### src/rtl/freq_divider_prog.sv
// Programmable divider: up-counter reloads from a left-aligned selector, pulses co at all-ones.
// Optional prescaler on the count tick when PRESCALE_EN is defined.
module freq_divider_prog #(
  parameter int CNT_W = 9,
  parameter int SEL_W = 5,
  parameter int PRE_W = 4
) (
  input  logic             clk,
  input  logic             reset,
  input  logic             en,
  input  logic             ld,
  input  logic             upd,
  input  logic [SEL_W-1:0] parIn,
  input  logic             mode,
`ifdef PRESCALE_EN
  input  logic [PRE_W-1:0] pre_div,
`endif
  output logic             co,
  output logic             sq_out,
  output logic             pend,
  output logic [CNT_W-1:0] count
);

  localparam int LOW_W = CNT_W - SEL_W;

  if (SEL_W > CNT_W || PRE_W < 1) begin : g_bad_param
    $error("freq_divider_prog: SEL_W must not exceed CNT_W and PRE_W must be positive");
  end

  logic [CNT_W-1:0] r_count;
  logic [SEL_W-1:0] r_active;
  logic [SEL_W-1:0] r_shadow;
  logic             r_pend;
  logic             r_sq;
  logic             w_tick;
  logic             w_co;
  logic [SEL_W-1:0] w_reload_sel;
  logic [CNT_W-1:0] w_reload_val;
  logic [CNT_W-1:0] w_load_val;

`ifdef PRESCALE_EN
  logic [PRE_W-1:0] r_pre_cnt;

  assign w_tick = en & (r_pre_cnt == pre_div);

  always_ff @(posedge clk or posedge reset) begin
    if (reset) begin
      r_pre_cnt <= '0;
    end else if (ld || w_tick) begin
      r_pre_cnt <= '0;
    end else if (en) begin
      r_pre_cnt <= r_pre_cnt + PRE_W'(1);
    end
  end
`else
  assign w_tick = en;
`endif

  assign w_co = w_tick & (&r_count);

  // A deferred update arriving on the terminal-count cycle is used directly for that reload.
  always_comb begin
    w_reload_sel = r_active;
    if (upd) begin
      w_reload_sel = parIn;
    end else if (r_pend) begin
      w_reload_sel = r_shadow;
    end
  end

  assign w_reload_val = CNT_W'(w_reload_sel) << LOW_W;
  assign w_load_val   = CNT_W'(parIn) << LOW_W;

  always_ff @(posedge clk or posedge reset) begin
    if (reset) begin
      r_count  <= '0;
      r_active <= '0;
      r_shadow <= '0;
      r_pend   <= 1'b0;
      r_sq     <= 1'b0;
    end else begin
      if (ld) begin
        r_count  <= w_load_val;
        r_active <= parIn;
        r_pend   <= 1'b0;
      end else if (w_co) begin
        r_count  <= w_reload_val;
        r_active <= w_reload_sel;
        r_pend   <= 1'b0;
      end else begin
        if (w_tick) begin
          r_count <= r_count + CNT_W'(1);
        end
        if (upd) begin
          r_shadow <= parIn;
          r_pend   <= 1'b1;
        end
      end
      r_sq <= mode ? (r_sq ^ w_co) : 1'b0;
    end
  end

  assign co     = w_co;
  assign sq_out = r_sq;
  assign pend   = r_pend;
  assign count  = r_count;

endmodule

### config.mk
export PLATFORM = sky130hd
export DESIGN_NAME = freq_divider_prog
export DESIGN_NICKNAME = d
export VERILOG_FILES = /design/src/rtl/freq_divider_prog.sv
export SDC_FILE = /design/constraint.sdc
export NUM_CORES = 1
export LEC_CHECK = 0
export CAP_MARGIN = 20
export CORE_UTILIZATION = 40
export DETAILED_ROUTE_END_ITERATION = 10
export PLACE_DENSITY_LB_ADDON = 0.12
export SLEW_MARGIN = 20
export SYNTH_ARGS = -nofsm -noshare
export SYNTH_HDL_FRONTEND = slang
export SYNTH_SLANG_ARGS = --single-unit
### constraint.sdc
create_clock -name clk -period 1.8 [get_ports clk]
set_clock_uncertainty 0.1 [all_clocks]
set_input_delay 0.27 -clock clk [delete_from_list [all_inputs] [get_ports clk]]
set_output_delay 0.27 -clock clk [all_outputs]
set_load 0.01 [all_outputs]
==> results of run 1 <==
-- sequential cells by signal, summed over array words and instances (netlist names) --
signal	count
r_shadow	5
sq_out	1
count	9
r_active	5
pend	1
-- worst register-to-register path, stage by stage (launching register included) --
cell	delay [ns]
dfrtp_2	0.45
ha_4	0.16
nand4_1	0.09
nor2_1	0.06
ha_2	0.18
buf_6	0.13
a21o_4	0.26
nor3_4	0.22
a21oi_2	0.08
o211ai_2	0.13
-- report_power, final --
group,total (mW),switching [mW],internal [mW]
Combinational,0.315,0.147,0.167
Clock,0.231,0.148,0.0830
Sequential,0.554,0.0325,0.522
Total,1.10,0.328,0.772
-- cell usage in the layout, fill, tap and decap left out, types with 2 or more instances in the layout --
master and instances:
a21oi_2 3, nand3_1 6, o21ai_0 7, nand2_1 10
buf_4 21, clkbuf_4 3, dfrtp_1 19, nor3_1 2
buf_6 6, dlymetal6s2s_1 3, o211ai_1 2, mux2_2 3
nand4_1 2, dfrtp_2 2, xor2_1 3, mux2_4 2
mux2i_1 4, a21oi_1 4, nor2_1 10, clkdlybuf4s50_1 18
-- final timing paths --
check / start / to / slack [ns] / cells after the start
max: count[0] / count[7] / -0.12 / 9
min: reset / count[4] / 0.19 / 3
max reg2reg: count[0] / count[7] / -0.12 / 9
min reg2reg: r_active[0] / r_active[0] / 0.40 / 2
max in group asynchronous: reset / count[1] / 1.17 / 3
min in group clk: r_active[0] / r_active[0] / 0.40 / 2
-- cell families after synthesis --
family | Yosys count
multiplexers | 9
flip-flops | 21
buffers and inverters | 8
AND/OR/NAND/NOR | 45
adder cells (fa/ha/maj) | 2
AO/OA/AOI/OAI | 27
XOR/XNOR | 4
-- cells in the mapped netlist (all sizes together) --
cell type	n	area, sq um
a211o	1	8.76
clkbuf	2	17.5
and2	2	12.5
nand2	11	41.3
o211ai	3	27.5
nor2b	1	6.26
nor2	11	41.3
a21o	2	16.3
xnor2	1	8.76
nor3b	1	7.51
nand3b	1	7.51
inv	1	3.75
mux2i	4	40.0
o221a	1	20.0
a31oi	2	12.5
nor4	1	6.26
xor2	3	26.3
a21oi	8	55.1
nand4	2	12.5
o21ai	7	35.0
mux2	5	56.3
a41oi	1	8.76
or2	1	6.26
nand3	6	30.0
nor3	4	25.0
o211a	1	10.0
and3	2	13.8
buf	5	43.8
and2b	1	8.76
dfrtp	21	526
o221ai	1	8.76
nand2b	1	6.26
ha	2	25.0
-- stage by stage --
stage                     instances  TNS [ns]
after floorplan                 116   -0.0830
after global placement          185    -0.869
after detailed placement        185     -1.39
after CTS                       192    -0.960
after global routing            192     -2.24
final                           192    -0.893
-- final cells by class --
cell class / count / area share
flip-flops and latches: 21 / 0.307
multi-input cells: 87 / 0.394
repair buffers: 48 / 0.258
inverters: 1 / 0.00218
clock buffers: 3 / 0.0131
well taps: 31 / 0.0226
clock inverters: 1 / 0.00291
-- per-layer routing --
layer	vias up	track usage
li1	507	-
met1	527	0.292
met2	34	0.327
met3	6	0.0349
met4	0	0.0627
met5	-	0
-- timing repair --
item,in CTS,in global routing
pin swaps,6,4
gates resized for setup,15,11
setup buffers,4,0
gates cloned,0,0
setup endpoints to repair,19,22
==> qor.csv, run 1 <==
metric;value;unit
slew_viol_final;0;
die_area;3160;sq um
initial_utilization;0.426;
placed_area;1580;sq um
avgSynthCellArea;10.1;sq um
diodes;0;
p_leak;0.781;nW
ctsRootBufferMaster;clkbuf_4;
synth_cell_types;41;
grt_pass1_vias;1067;
firstDrtPassIters;4;
wl_met3;171;um
area_growth;46.3;%
viasPerCell;5.59;
path_clk_slew;0.12;ns
fmax;520;MHz
post-route-util;0.623;
synth-seq-area-share;0.447;
cp-start-kind;flip-flop;
setup-violations-final;12;
drive_gt1_frac;0.360;
crit_fanout;8;
worstPathCellList;ha_4, nand4_1, nor2_1, ha_2, buf_6, a21o_4, nor3_4, a21oi_2, o211ai_2;
die_w;56.2;um
holdBufCountCts;0;
hold_viol_final;0;
multi_input_area;678;sq um
clkLatencyLatePin;0.31;ns
violations;setup timing;
synth_nets;129;
place_ws;-0.179;ns
synth_cells;116;
dp.final_hpwl;2090;um
grtUsageTotal;0.207;
stdcell_area;1720;sq um
synth_top_family_by_area;simple AND/OR/NAND/NOR gates;
synth-compound-area-share;0.173;
drc;0;
drtAntennaViolNets;0;
cts_tree;yes;
maxCapViolCount;0;
end_kind;flip-flop;
maxUsedRoutingLayer;met4;
cp_num_buf_inv;1;
min_period;1.92;ns
met1_length;1340;um
max_slew_margin;0.810;
ys_ff_latch;21;
antenna_found_initial;0;
coreArea;2760;sq um
hold_class;in -> async;
finalNetCount;175;
wl;2950;um
path_delay_family;compound AO/OA/AOI/OAI gates;
yosys.area_share.simple;0.192;
fin_crit_sh;1.07;
worst_slack;-0.125;ns
htree_levels;1;
grt.overflow.total;0;
vias;1074;
drt-initial-drc-count;34;
seqCellArea;528;sq um
post_drt_wl_per_cell;15.3;um
fillers;229;
route.met2.wl;1390;um
port_buffers;22;
power;1.10;mW
num_rows;19;
synth.mux.area_fraction;0.0820;
fin_hold_ws;0.188;ns
cp.arrival;2.07;ns
numCtsBuffers;3;
ys_warn_count;0;
syn-cell-area;1170;sq um
io_pins;23;
cp_slowest_cell;dfrtp_2;
ir_drop;0.541;mV
rsz0062_at_grt;true;
worstSetupPathType;reg -> reg;
max_stage_delay;0.45;ns
synthAdderAreaFrac;0.0213;
cts.sinks;21;
gp_congestion;0.945;
worstMarginPinSlew;0.285;ns
grt_max_degree;22;
synthXorXnorAreaFrac;0.0298;
grt_pass1_wl;5110;um
required;1.94;ns
cts.path.max_buffers;2;
status;complete, but fails checks;
cellPowerDensity;640;nW/um^2
die_h;56.2;um
Power figures use the tool's default switching activity.
==> run 2, diff against run 1 <==
- CTS_BUF_LIST: not set -> sky130_fd_sc_hd__clkbuf_16
==> run 2 against run 1 <==
Effect of this change: the flow still finishes with violations (setup timing); sequential share of layout area is 0.089 points lower; register-to-register slack improved by 0.02 ns; clock-buffer cell count is the same; non-clock buffer count increased by 1; first-iteration DRC count fell by 18%; die area is the same; highest routed layer unchanged.
==> qor.csv, run 2 (synthesis gave the netlist of run 1 again) <==
metric;value;unit;change
status;complete, but fails checks;;
violations;setup timing;;
grt_max_degree;22;;unchanged
worstSetupPathType;reg -> reg;;
grt_pass1_vias;1047;;-1.9%
fmax;526;MHz;+1.2%
setup-violations-final;15;;+3
holdBufCountCts;0;;unchanged
firstDrtPassIters;4;;unchanged
grt_pass1_wl;5000;um;-2.2%
die_h;56.2;um;unchanged
crit_fanout;5;;-3
cellPowerDensity;772;nW/um^2;+21%
r2r_cells;8;;-1
drive_gt1_frac;0.340;;-0.0207
viasPerCell;5.45;;-2.6%
final_common_cell;buf_4;;
cp.arrival;1.94;ns;-0.13 ns
finalNetCount;176;;+0.57%
p_sw_frac;0.258;;-0.0402
cp-start-kind;flip-flop;;
drt-initial-drc-count;28;;-18%
worst_slack;-0.103;ns;+0.0220 ns
ctsRootBufferMaster;clkbuf_16;;
cts.sinks;21;;unchanged
port_buffers;22;;unchanged
dp.final_hpwl;2090;um;unchanged
fin_tns_setup;-0.848;ns;+0.0456 ns
seq_power_share;0.417;;-0.087
r2r-end;r_shadow[1];;
ir_drop;0.764;mV;+41%
drtAntennaViolNets;0;;unchanged
hold_viol_final;0;;unchanged
p_leak;0.758;nW;-3.0%
clkPwrFrac;0.352;;+0.142
diodes;0;;unchanged
coreArea;2760;sq um;unchanged
max_slew_margin;0.816;;+0.00581
power;1.33;mW;+21%
slew_viol_final;0;;unchanged
required;1.84;ns;-0.10 ns
post-route-util;0.625;;+0.00182
wl;2860;um;-2.9%
clkLatencyLatePin;0.25;ns;-0.06 ns
layout_common_cells;buf_4 (25), clkdlybuf4s50_1 (21), dfrtp_1 (19);;
path_clk_slew;0.06;ns;-0.06 ns
reg2reg_from;count[0];;
numCtsBuffers;3;;unchanged
combinationalPowerShare;0.231;;-0.055
worstMarginPinSlew;0.277;ns;-0.00871 ns
post_drt_wl_per_cell;14.8;um;-3.4%
reg2reg_slack;-0.10;ns;+0.02 ns
num_rows;19;;unchanged
p_sw;343;uW;+4.7%
rsz0062_at_grt;true;;
area_growth;46.8;%;
largest_reg_flops;9;;unchanged
fin_crit_sh;1.06;;-0.0122
grt.overflow.total;0;;unchanged
antenna_found_initial;0;;unchanged
fillers;226;;-1.3%
vias;1051;;-2.1%
hold_class;in -> async;;
gp_congestion;0.945;;unchanged
drc;0;;unchanged
grtUsageTotal;0.201;;-0.00639
cts_tree;yes;;
maxCapViolCount;0;;unchanged
end_kind;flip-flop;;
initial_utilization;0.426;;unchanged
htree_levels;1;;unchanged
internal_power;988;uW;+28%
die_area;3160;sq um;unchanged
io_pins;23;;unchanged
min_period;1.90;ns;-0.0220 ns
die_w;56.2;um;unchanged
cts.path.max_buffers;2;;unchanged
-- run 2: how the worst max path moves through the flow --
stage / start / to / cells after the start
6_report: count[0] / r_shadow[1] / 8
5_1_grt: count[1] / r_shadow[1] / 8
4_1_cts: count[1] / r_shadow[1] / 8
3_5_place_dp: count[0] / co / 6
3_3_place_gp: count[0] / co / 6
2_1_floorplan: count[0] / count[6] / 8
-- run 2: area by class of cell --
cell class	instances	area, sq um	area share
Clock buffer	3	75.1	0.0435
Clock inverter	1	5.00	0.00290
Inverter	1	3.75	0.00218
Multi-Input combinational cell	87	648	0.376
Sequential cell	21	528	0.306
Tap cell	31	38.8	0.0225
Timing Repair Buffer	49	425	0.247
-- run 2: routing by layer --
metal | vias to the layer above | global-route usage | wire, um | part of all wire
met1 | 503 | 0.286 | 1360 | 0.48
met3 | 4 | 0.0349 | 144 | 0.050
met2 | 33 | 0.321 | 1320 | 0.46
met5 | - | 0 | 0 | 0
met4 | 0 | 0.0418 | 30 | 0.010
li1 | 511 | - | - | -
-- run 2: power by group through the flow --
stage / sequential [mW] / combinational, mW / clock (mW)
global route: 0.563 / 0.336 / 0.501
floorplan: 0.575 / 0.141 / 0
detailed placement: 0.563 / 0.292 / 0
CTS: 0.555 / 0.296 / 0.476
global placement: 0.562 / 0.287 / 0
finish: 0.556 / 0.307 / 0.469
-- run 2: repair_timing --
item | in CTS | in global routing
resized for setup | 7 | 8
endpoints found under the setup margin | 19 | 19
pin swaps | 6 | 5
buffers inserted | 2 | 2
-- run 2: worst max-delay path, stage by stage (launching register included) --
cell	delay, ns
dfrtp_2	0.42
ha_4	0.16
nand4_1	0.09
nor2_1	0.06
ha_2	0.18
buf_6	0.13
a21oi_4	0.21
nand2_4	0.12
mux2_4	0.31
-- run 2: stage by stage --
step / cell area (sq um) / cells / setup WS (ns) / hold WS (ns)
finish: 1720 / 193 / -0.103 / 0.256
global route: 1720 / 193 / -0.179 / 0.293
CTS: 1680 / 191 / -0.125 / 0.264
detailed placement: 1580 / 185 / -0.179 / 0.371
global placement: 1580 / 185 / -0.153 / 0.363
floorplan: 1210 / 116 / -0.0384 / 0.146
